==> src/rtl/mac_stream.sv <==
// Pipelined multiply-accumulate: one LEN-term dot product per result.
// Stage 1 registers the full-width product, stage 2 accumulates with overflow/saturation.
module mac_stream #(
  parameter int DATA_W = 4,
  parameter int LEN    = 10,
  parameter int ACC_W  = 12,
  parameter int SIGNED = 0,
  parameter int SAT    = 0
) (
  input  logic                       clk,
  input  logic                       rst_n,
  input  logic                       clear,
  input  logic                       in_valid,
  output logic                       in_ready,
  input  logic [DATA_W-1:0]          a,
  input  logic [DATA_W-1:0]          b,
  output logic                       out_valid,
  input  logic                       out_ready,
  output logic [ACC_W-1:0]           out,
  output logic                       overflow,
  output logic [$clog2(LEN+1)-1:0]   count
);

  localparam int CW   = $clog2(LEN+1);
  localparam int PW   = 2*DATA_W;
  localparam bit SGN  = (SIGNED != 0);
  localparam bit SATB = (SAT != 0);

  typedef enum logic [1:0] {ACCUM, DRAIN, RESULT} state_e;

  state_e            state, state_nx;
  logic              drain_cnt;
  logic              accept, last_in;
  logic [PW-1:0]     a_ext, b_ext, prod;
  logic              s1_vld, s1_last;
  logic [PW-1:0]     s1_prod;
  logic [ACC_W-1:0]  acc, acc_nx;
  logic              sticky;
  logic [ACC_W:0]    sum;
  logic              step_ovf;

  assign in_ready  = (state == ACCUM);
  assign out_valid = (state == RESULT);
  assign accept    = in_valid && in_ready;
  assign last_in   = (count == CW'(LEN-1));

  // Extending both operands to 2*DATA_W makes a plain modular multiply exact for either signedness.
  assign a_ext = {{DATA_W{SGN & a[DATA_W-1]}}, a};
  assign b_ext = {{DATA_W{SGN & b[DATA_W-1]}}, b};
  assign prod  = a_ext * b_ext;

  // One guard bit holds the exact sum; its top two bits give the signed V flag.
  assign sum = {SGN & acc[ACC_W-1], acc}
             + {{(ACC_W+1-PW){SGN & s1_prod[PW-1]}}, s1_prod};
  assign step_ovf = SGN ? (sum[ACC_W] != sum[ACC_W-1]) : sum[ACC_W];

  always_comb begin
    acc_nx = sum[ACC_W-1:0];
    if (SATB && step_ovf) begin
      if (!SGN)           acc_nx = {ACC_W{1'b1}};
      else if (sum[ACC_W]) acc_nx = {1'b1, {(ACC_W-1){1'b0}}};
      else                acc_nx = {1'b0, {(ACC_W-1){1'b1}}};
    end
  end

  always_comb begin
    state_nx = state;
    case (state)
      ACCUM:   if (accept && last_in) state_nx = DRAIN;
      DRAIN:   if (drain_cnt)         state_nx = RESULT;
      RESULT:  if (out_ready)         state_nx = ACCUM;
      default:                        state_nx = ACCUM;
    endcase
  end

  always_ff @(posedge clk or negedge rst_n) begin
    if (!rst_n) begin
      state     <= ACCUM;
      drain_cnt <= 1'b0;
    end else if (clear) begin
      state     <= ACCUM;
      drain_cnt <= 1'b0;
    end else begin
      state     <= state_nx;
      drain_cnt <= (state == DRAIN) ? ~drain_cnt : 1'b0;
    end
  end

  always_ff @(posedge clk or negedge rst_n) begin
    if (!rst_n) begin
      s1_vld   <= 1'b0;
      s1_last  <= 1'b0;
      s1_prod  <= '0;
      acc      <= '0;
      sticky   <= 1'b0;
      count    <= '0;
      out      <= '0;
      overflow <= 1'b0;
    end else if (clear) begin
      s1_vld   <= 1'b0;
      s1_last  <= 1'b0;
      s1_prod  <= '0;
      acc      <= '0;
      sticky   <= 1'b0;
      count    <= '0;
      out      <= '0;
      overflow <= 1'b0;
    end else begin
      s1_vld  <= accept;
      s1_last <= accept && last_in;
      if (accept) s1_prod <= prod;

      // count stays at LEN through DRAIN/RESULT and restarts at the handoff
      if (accept)                          count <= count + 1'b1;
      else if (out_valid && out_ready)     count <= '0;

      if (s1_vld) begin
        if (s1_last) begin
          out      <= acc_nx;
          overflow <= sticky | step_ovf;
          acc      <= '0;
          sticky   <= 1'b0;
        end else begin
          acc    <= acc_nx;
          sticky <= sticky | step_ovf;
        end
      end
    end
  end

endmodule

==> config.mk <==
export PLATFORM = sky130hd
export DESIGN_NAME = mac_stream
export DESIGN_NICKNAME = d
export VERILOG_FILES = /design/src/rtl/mac_stream.sv
export SDC_FILE = /design/constraint.sdc
export NUM_CORES = 1
export LEC_CHECK = 0
export ABC_AREA = 1
export CORE_UTILIZATION = 55
export CTS_BUF_LIST = sky130_fd_sc_hd__clkbuf_4
export CTS_CLUSTER_DIAMETER = 60
export DETAILED_ROUTE_END_ITERATION = 10
export MAX_ROUTING_LAYER = met4
export PLACE_DENSITY = 0.8
export SETUP_SLACK_MARGIN = 0.3
export SYNTH_ARGS = -nofsm -noshare
export SYNTH_HDL_FRONTEND = slang
export SYNTH_SLANG_ARGS = --single-unit
==> constraint.sdc <==
create_clock -name clk -period 2.79 [get_ports clk]
set_clock_uncertainty 0.05 [all_clocks]
set_input_delay 0.837 -clock clk [delete_from_list [all_inputs] [get_ports clk]]
set_output_delay 0.837 -clock clk [all_outputs]
set_load 0.01 [all_outputs]
# After elaboration in Yosys (flattened, before gate mapping)
# Cells that the tools add are included.
[classes]
n_mux = 26
n_bitwise = 2
reduce_logical = 10
multipliers = 1
eq_ne = 6
add_sub_neg = 2
[op_table]
columns = ["cell", "n"]
rows = [
  ["12-bit 2-to-1 mux", 6],
  ["8-bit 2-to-1 mux", 2],
  ["12-bit by 8-bit adder with 13-bit output", 1],
  ["4-bit 2-to-1 mux", 3],
  ["1-bit 2-to-1 mux", 10],
  ["4-bit by 4-bit multiplier with 8-bit output", 1],
  ["2-bit 2-to-1 mux", 4],
  ["3-bit by 2-bit inequality test with 1-bit output (second input constant)", 2],
  ["2-bit one-hot mux with 3 select lines", 1],
  ["2-bit nonzero test", 3],
  ["4-bit by 1-bit adder with 4-bit output (second input constant)", 1],
  ["4-bit == test (second input constant)", 1],
  ["1-bit logical AND", 3],
  ["3-bit inequality test (second input constant)", 1],
  ["3-bit AND reduction", 1],
  ["3-bit nonzero test", 1],
  ["2-bit by 1-bit == test with 1-bit output (second input constant)", 1],
  ["2-bit == test (second input constant)", 1],
  ["2-bit zero test", 1],
  ["2-bit AND reduction", 1],
  ["1-bit NOT", 1],
  ["1-bit bitwise OR", 1],
]
[totals]
elab_cells = 57
input_bits = 13
reg_bits = 43

# Depth between registers and ports, before layout
[depth]
depth_word = 6
depth_mapped = 12

# Worst setup path after synthesis
# Ideal clock, no wire load.
[synth_path]
path_kind = "input-to-reg"
start = "input port a[0]"
end = "register s1_prod[6]"
arrival_ps = 2903
setup_ps = 121
n_path_buf = 0
path_stages = 10
required_ps = 2619
path_slack_ps = -285
path_cell_list = "nand2_1 > fa_1 > inv_1 > fa_1 > inv_1 > fa_1 > o21ai_0 > a21oi_1 > nor2_1 > o21ai_1"
[synth_between]
elab_chain_len = 3
[synth_lines]
columns = ["item", "line_no", "source"]
rows = [
  ["from (decl)", "15", "input logic [DATA_W-1:0] a,"],
  ["4-bit by 4-bit multiplier with 8-bit output", "50", "assign prod = a_ext * b_ext;"],
  ["8-bit 2-to-1 mux", "111", "if (accept) s1_prod <= prod;"],
  ["8-bit 2-to-1 mux", "99", "end else if (clear) begin"],
  ["to (signal assigned)", "111", ""],
  ["to (decl)", "36", "logic [PW-1:0] s1_prod;"],
]
# No other way between the ends. The select of a mux whose other input is x is not followed.
# A chain may end at the register's enable or synchronous reset.

# Worst setup path after layout
[layout_path]
start = "input port b[3]"
end = "register s1_prod[6]"
[layout_between]
elab_chain_len = 3
[layout_lines]
columns = ["item", "line_no", "source"]
rows = [
  ["from (decl)", "16", "input logic [DATA_W-1:0] b,"],
  ["4-bit by 4-bit multiplier with 8-bit output", "50", ""],
  ["8-bit 2-to-1 mux", "111", ""],
  ["8-bit 2-to-1 mux", "99", ""],
]
# No other way between the ends. The select of a mux whose other input is x is not followed.

==> metrics.csv <==
stage,metric,value,unit
outcome,outcome,"complete, no violations",
worst_setup_path,required,3.02,ns
worst_setup_path,crit_fanout,2,
sta,finalHoldViolations,0,
logic_synthesis,synth.distinct_cells,32,
cells_and_area,num_antenna_cells,0,
cells_and_area,utilization,71.36,%
die,ios,32,
power,p_sw,400.6,µW
power,leakagePower,1.827,nW
grt,grt_max_degree,28,
place,hpwl,4590,µm
logic_synthesis,yosysWarningCount,0,
worst_setup_path,cp-start-kind,input port,
power,internal-power,920.4,µW
power,clockPowerShare,24.2,%
die,die_w,72.17,µm
sta,tightestPinTransition,0.3853,ns
die,dieHeight,72.17,µm
cells_and_area,mostFrequentLayoutCell,nand2_1,
cells_and_area,final_cell_mix,"nand2_1, inv_1, dfrtp_1",
sta,rsz0062_at_grt,yes,
clock_tree,cts.sinks,43,
logic_synthesis,avgSynthCellArea,7.803,µm²
logic_synthesis,synthCells,347,
worst_setup_path,ff2ff_path_depth,10,
clock_tree,clk_latency,0.36,ns
sta,worst_slack,0.1096,ns
clock_tree,clk_path_buf_depth,2,
sta,setup_viol,0,
clock_tree,cts_buffers,5,
logic_synthesis,yosysSeqAreaShare,39.74,%
die,die_area,5208,µm²
cells_and_area,multiInputGateArea,1495,µm²
grt,antenna_found_initial,0,
sta,fmax,373.1,MHz
worst_setup_path,r2r_start,s1_prod[0],
power,p_comb_share,25.1,%
place,port_buffers,31,
clock_tree,cts_tree,yes,
sta,period_needed,2.680,ns
cells_and_area,fillers,391,
drt,drt_iter0_drc,129,
power,ir_worst_vdd,0.2325,mV
min_path,worst_hold_path_type,in -> async,
drt,vias,2366,
worst_setup_path,r2r_slack,0.86,ns
grt,track_usage,26.68,%
job,drv_cap,0,
place,dp_slack,-0.8086,ns
die,fp-row-count,25,
clock_tree,hold_buffers,0,
cells_and_area,nets,439,
power,p_seq_share,50.8,%
worst_setup_path,path_class,in -> reg,
sta,drv_slew,0,
grt,grt_pass1_vias,2360,
logic_synthesis,synthesis.nets,387,
grt,grt-ovfl-total,0,
clock_tree,cts-root-buf,clkbuf_4,
drt,dr.pass1.iters,4,
logic_synthesis,netlist_area,2708,µm²
cells_and_area,seq_area,1076,µm²
power,swShare,30.33,%
sta,max_slew_margin,74.22,%
power,power_density,391.9,nW/µm²
worst_setup_path,r2r_end,acc[10],
die,start_util,57.32,%
cells_and_area,drive_above_1_share,17.25,%
worst_setup_path,crit_path_end_kind,register,
cells_and_area,fin_cells,467,
logic_synthesis,ys_ff_latch,43,
worst_setup_path,arrival,2.91,ns
drt,wirelength,5915,µm
place,placed_cells,458,
clock_tree,ctsHtreeMaxLevel,2,
die,coreArea,4723,µm²
drt,viasPerCell,5.066,
drt,drc,0,
clock_tree,clkSlewWorstSetupHoldPaths,0.13,ns
grt,grt_first_pass_wirelength,10230,µm
drt,drtAntennaViolNets,0,
sta,fin_tns_setup,0,ns
cells_and_area,area_delta_synth_final,24.49,%
place,gp_congestion,0.8746,
sta,post-route-period-util,96.07,%
drt,avgRoutedWirePerCell,12.67,µm
cells in the mapped netlist:
library cell  count  share of area, %
nand3_1          26               4.8
nand3b_1          2              0.55
o21bai_1          1              0.28
nor2_2            2              0.46
o21ai_1           4              0.74
xor2_2            1              0.60
o21ai_0          18               3.3
clkbuf_1          1              0.14
o211ai_1          1              0.28
nor3_1            1              0.18
nor2_1           10               1.4
nand2_1         113                16
fa_1              5               3.7
nor3_4            1              0.60
nand2_2           9               2.1
dfrtp_1          43                40
nand4_1           3              0.69
xnor2_1           3              0.97
ha_1             22                10
inv_2             5              0.69
xor2_1            3              0.97
clkinv_2          1              0.18
nor3_2            1              0.37
inv_1            54               7.5
nand3_2           1              0.37
buf_2             1              0.18
a22o_1            1              0.32
o22ai_1           5               1.2
a21oi_1           6               1.1
a31oi_1           1              0.23
and2_1            1              0.23
a21oi_2           1              0.32
worst max-delay path, cell delays in order:
cell     delay, ns
buf_8         0.08
nand2_4       0.05
fa_1          0.54
inv_2         0.04
fa_1          0.52
inv_2         0.05
fa_2          0.35
o21ai_2       0.15
a21oi_2       0.08
nand2_1       0.06
nand2_1       0.05
o21ai_1       0.12
kinds of logic after synthesis:
kind of cell / count (synthesis) / share of synthesized area, %
AND/OR/NAND/NOR: 170 / 27.40
buffers and inverters: 62 / 8.687
adder cells (fa/ha/maj): 27 / 13.86
XOR/XNOR: 7 / 2.542
flip-flops: 43 / 39.74
AO/OA/AOI/OAI: 38 / 7.764
worst max-delay path by stage:
stage               start         end  slack [ns]
CTS                  b[3]  s1_prod[6]        0.03
finish               b[3]  s1_prod[6]        0.11
floorplan            b[1]  s1_prod[6]       -0.05
global placement     b[1]  s1_prod[6]       -0.71
global route         b[3]  s1_prod[6]        0.05
detailed placement   b[1]  s1_prod[6]       -0.81
metrics by stage:
stage | power [mW] | hold slack (ns) | instance area (µm²)
6_report | 1.321 | 0.3201 | 3371
3_3_place_gp | 0.9544 | 0.3473 | 3232
2_1_floorplan | 0.8425 | 0.3397 | 2739
5_1_grt | 1.388 | 0.3327 | 3371
4_1_cts | 1.316 | 0.3236 | 3366
3_5_place_dp | 0.9696 | 0.3548 | 3232
metal layers:
layer | global-route usage, % | share of wire, % | wire length (µm)
met1 | 29.27 | 43 | 2536
met2 | 47.77 | 53 | 3110
met3 | 4.722 | 2.7 | 161
met4 | 10.68 | 1.8 | 107
met5 | - | 0 | 0
registers in the layout (all words and copies together), names as in the netlist:
name       cells
acc           12
count          4
drain_cnt      1
out           12
overflow       1
s1_last        1
s1_prod        8
s1_vld         1
state          2
sticky         1
area by class of cell:
cell class                 instances  area share (%)
clock buffer                       7           1.559
tap                               67           2.487
sequential                        43           31.92
clock inverter                     1          0.1485
inverter                          60           6.719
timing repair buffer              47           12.81
multi-input combinational        242           44.36
timing repair:
item,in CTS,in global routing
gates resized for setup,46,2
endpoints found under the setup margin,5,6
buffers inserted,1,0
pin swaps,13,4
gates cloned,0,0
endpoints found under the hold margin,0,0
power by group through the flow:
| stage | Clock (mW) | Combinational [mW] | Sequential, mW |
|---|---|---|---|
| floorplan | 0 | 0.159 | 0.684 |
| global placement | 0 | 0.274 | 0.680 |
| detailed placement | 0 | 0.287 | 0.682 |
| CTS | 0.322 | 0.324 | 0.670 |
| global route | 0.346 | 0.367 | 0.674 |
| finish | 0.320 | 0.331 | 0.670 |
Power figures use the tool's default switching activity.
==> patch (same settings) <==
Put one more register stage on the output `overflow`, cleared by the reset. The value now appears one clock later. The other outputs are not delayed to match.
--- a/src/rtl/mac_stream.sv
+++ b/src/rtl/mac_stream.sv
@@ -27,6 +27,8 @@
   localparam bit SATB = (SAT != 0);
 
   typedef enum logic [1:0] {ACCUM, DRAIN, RESULT} state_e;
+
+  logic overflow_s0;
 
   state_e            state, state_nx;
   logic              drain_cnt;
@@ -95,7 +97,7 @@
       sticky   <= 1'b0;
       count    <= '0;
       out      <= '0;
-      overflow <= 1'b0;
+      overflow_s0 <= 1'b0;
     end else if (clear) begin
       s1_vld   <= 1'b0;
       s1_last  <= 1'b0;
@@ -104,7 +106,7 @@
       sticky   <= 1'b0;
       count    <= '0;
       out      <= '0;
-      overflow <= 1'b0;
+      overflow_s0 <= 1'b0;
     end else begin
       s1_vld  <= accept;
       s1_last <= accept && last_in;
@@ -117,7 +119,7 @@
       if (s1_vld) begin
         if (s1_last) begin
           out      <= acc_nx;
-          overflow <= sticky | step_ovf;
+          overflow_s0 <= sticky | step_ovf;
           acc      <= '0;
           sticky   <= 1'b0;
         end else begin
@@ -128,5 +130,13 @@
     end
   end
 
+  always_ff @(posedge clk or negedge rst_n) begin
+    if (!rst_n) begin
+      overflow <= '0;
+    end else begin
+      overflow <= overflow_s0;
+    end
+  end
+
 endmodule
 
Check against the original RTL: no difference found for any inputs over 10 cycles, from zero or initial values and one cycle with rst_n low; that may be too few to reach the edited logic, so the function may still have changed.
==> patch against the unedited design <==
Worst setup slack better by 18 ps. Via count up 4.1%. Wire length is 0.63% higher. Worst hold slack gained 3.0 ps. Register-to-register slack got worse by 20 ps. Largest power group unchanged. Total power increased by 6.9%. Sequential share of layout area grew 0.10 points. Synthesized area up 2.1%. Combinational power down 2%. Critical endpoint unchanged. Sequential cell count rose by 1. Design area is 2.1% higher.
==> patch: results (changes against the unedited design) <==
Non-Filler Instances=475 (+1.7%); Root Buffer=clkbuf_4; power per cell area=410.4 mW/mm^2 (+4.7%); Worst-Margin Slew=416.9 ps (+31.62 ps); Max stage delay on crit path=520 ps (-20 ps); CP startpoint=a[1]; net switching power figure=0.4156 mW (+3.7%); Avg Inst Size Synth=7.789 um^2 (-0.18%); largest cells by area after synthesis=dfrtp_1 40%, nand2_1 16%, ha_1 10%; 1st-iter DRT viols=109 (-16%); Setup WS pre-CTS=-807.3 ps (+1.234 ps); total track usage=26.72% (+0.035 points); routed len/inst=12.53 um (-1.1%); largest net degree at the start of global routing=19 (-32%); Mapped Nets=395 (+2.1%); HP Class=input port to asynchronous set/reset pin; slowest CP cell=fa_1; Post-synth EDFFs=0 (unchanged); Seq/Total Area, Yosys=39.82% (+0.078 points); Fmax=0.3756 GHz (+0.68%); CP Class=input port to register; worst hold slack=323.0 ps (+2.974 ps); via/cell ratio=5.183 (+2.3%); M3 GR Usage=4.972% (+0.25 points); metal2 WL=3175 um (+2.1%); wl on met1=2401 um (-5.3%); DP Area=0.003288 mm^2 (+1.7%); yosys warns=0 (unchanged); CP max FO=2 (unchanged); Placer Congestion=0.8912 (+1.9%); GR Util met2=46.21% (-1.6 points); cell family with most CP delay=adder cells; outcome=finished clean; seq pwr=0.684 mW (+2%); r2r startpoint=s1_prod[0]; Synth top cells by count=117 x nand2_1, 50 x inv_1, 44 x dfrtp_1; Placed Instances=466 (+1.7%); Reg clk slew, reported paths=roughly 140 ps; FF-to-FF setup slack=840 ps (-20 ps); VDD IR max=0.2036 mV (-12%); met3 wire len=221 um (+37%); Netlist cell types=31 (-3.1%); combinational share of power=22.9% (-2.2 points); M1 GR Usage=29.70% (+0.42 points); NumNets Final=447 (+1.8%); LEAKAGE=1.878 nW (+2.8%); vias in the first global route=2,481 (+5.1%); initial antenna violation count=0 (unchanged); Critical Path AT=2890 ps (-20 ps); share of layout cells above drive strength 1=16.67% (-0.58 points); global-route wire length before repair=10,580 um (+3.4%); post-DP HPWL=4628 um (+0.82%)
==> patch: final timing paths <==
| check | end | cells past startpoint |
|---|---|---|
| max | s1_prod[6] | 12 |
| min | overflow | 1 |
| max reg2reg | out[10] | 11 |
| min reg2reg | overflow | 0 |
| max in group asynchronous | state[0] | 2 |
| min in group clk | overflow | 0 |
==> patch: timing repair <==
item / in CTS / in global routing
gates resized for setup: 36 / 12
pin swaps: 12 / 7
setup endpoints to repair: 6 / 7
setup buffers: 1 / 0
cloned: 0 / 0
hold endpoints to repair: 0 / 0
==> patch: final cells by class <==
class,instances,area (um^2)
timing repair buffer,47,425.4
clock inverter,3,42.54
inverter,59,222.7
fill,378,1344
clock buffer,5,37.54
multi-input combinational,250,1528
tap,67,83.83
sequential,44,1102
==> patch: cells by family after synthesis <==
logic type | share of synthesized area [%]
and+or+nand+nor | 28.55
DFF | 39.82
AOI/OAI and AO/OA | 7.466
buffers and inverters | 8.416
adders and majority gates | 13.57
xor gates and xnor gates | 2.172
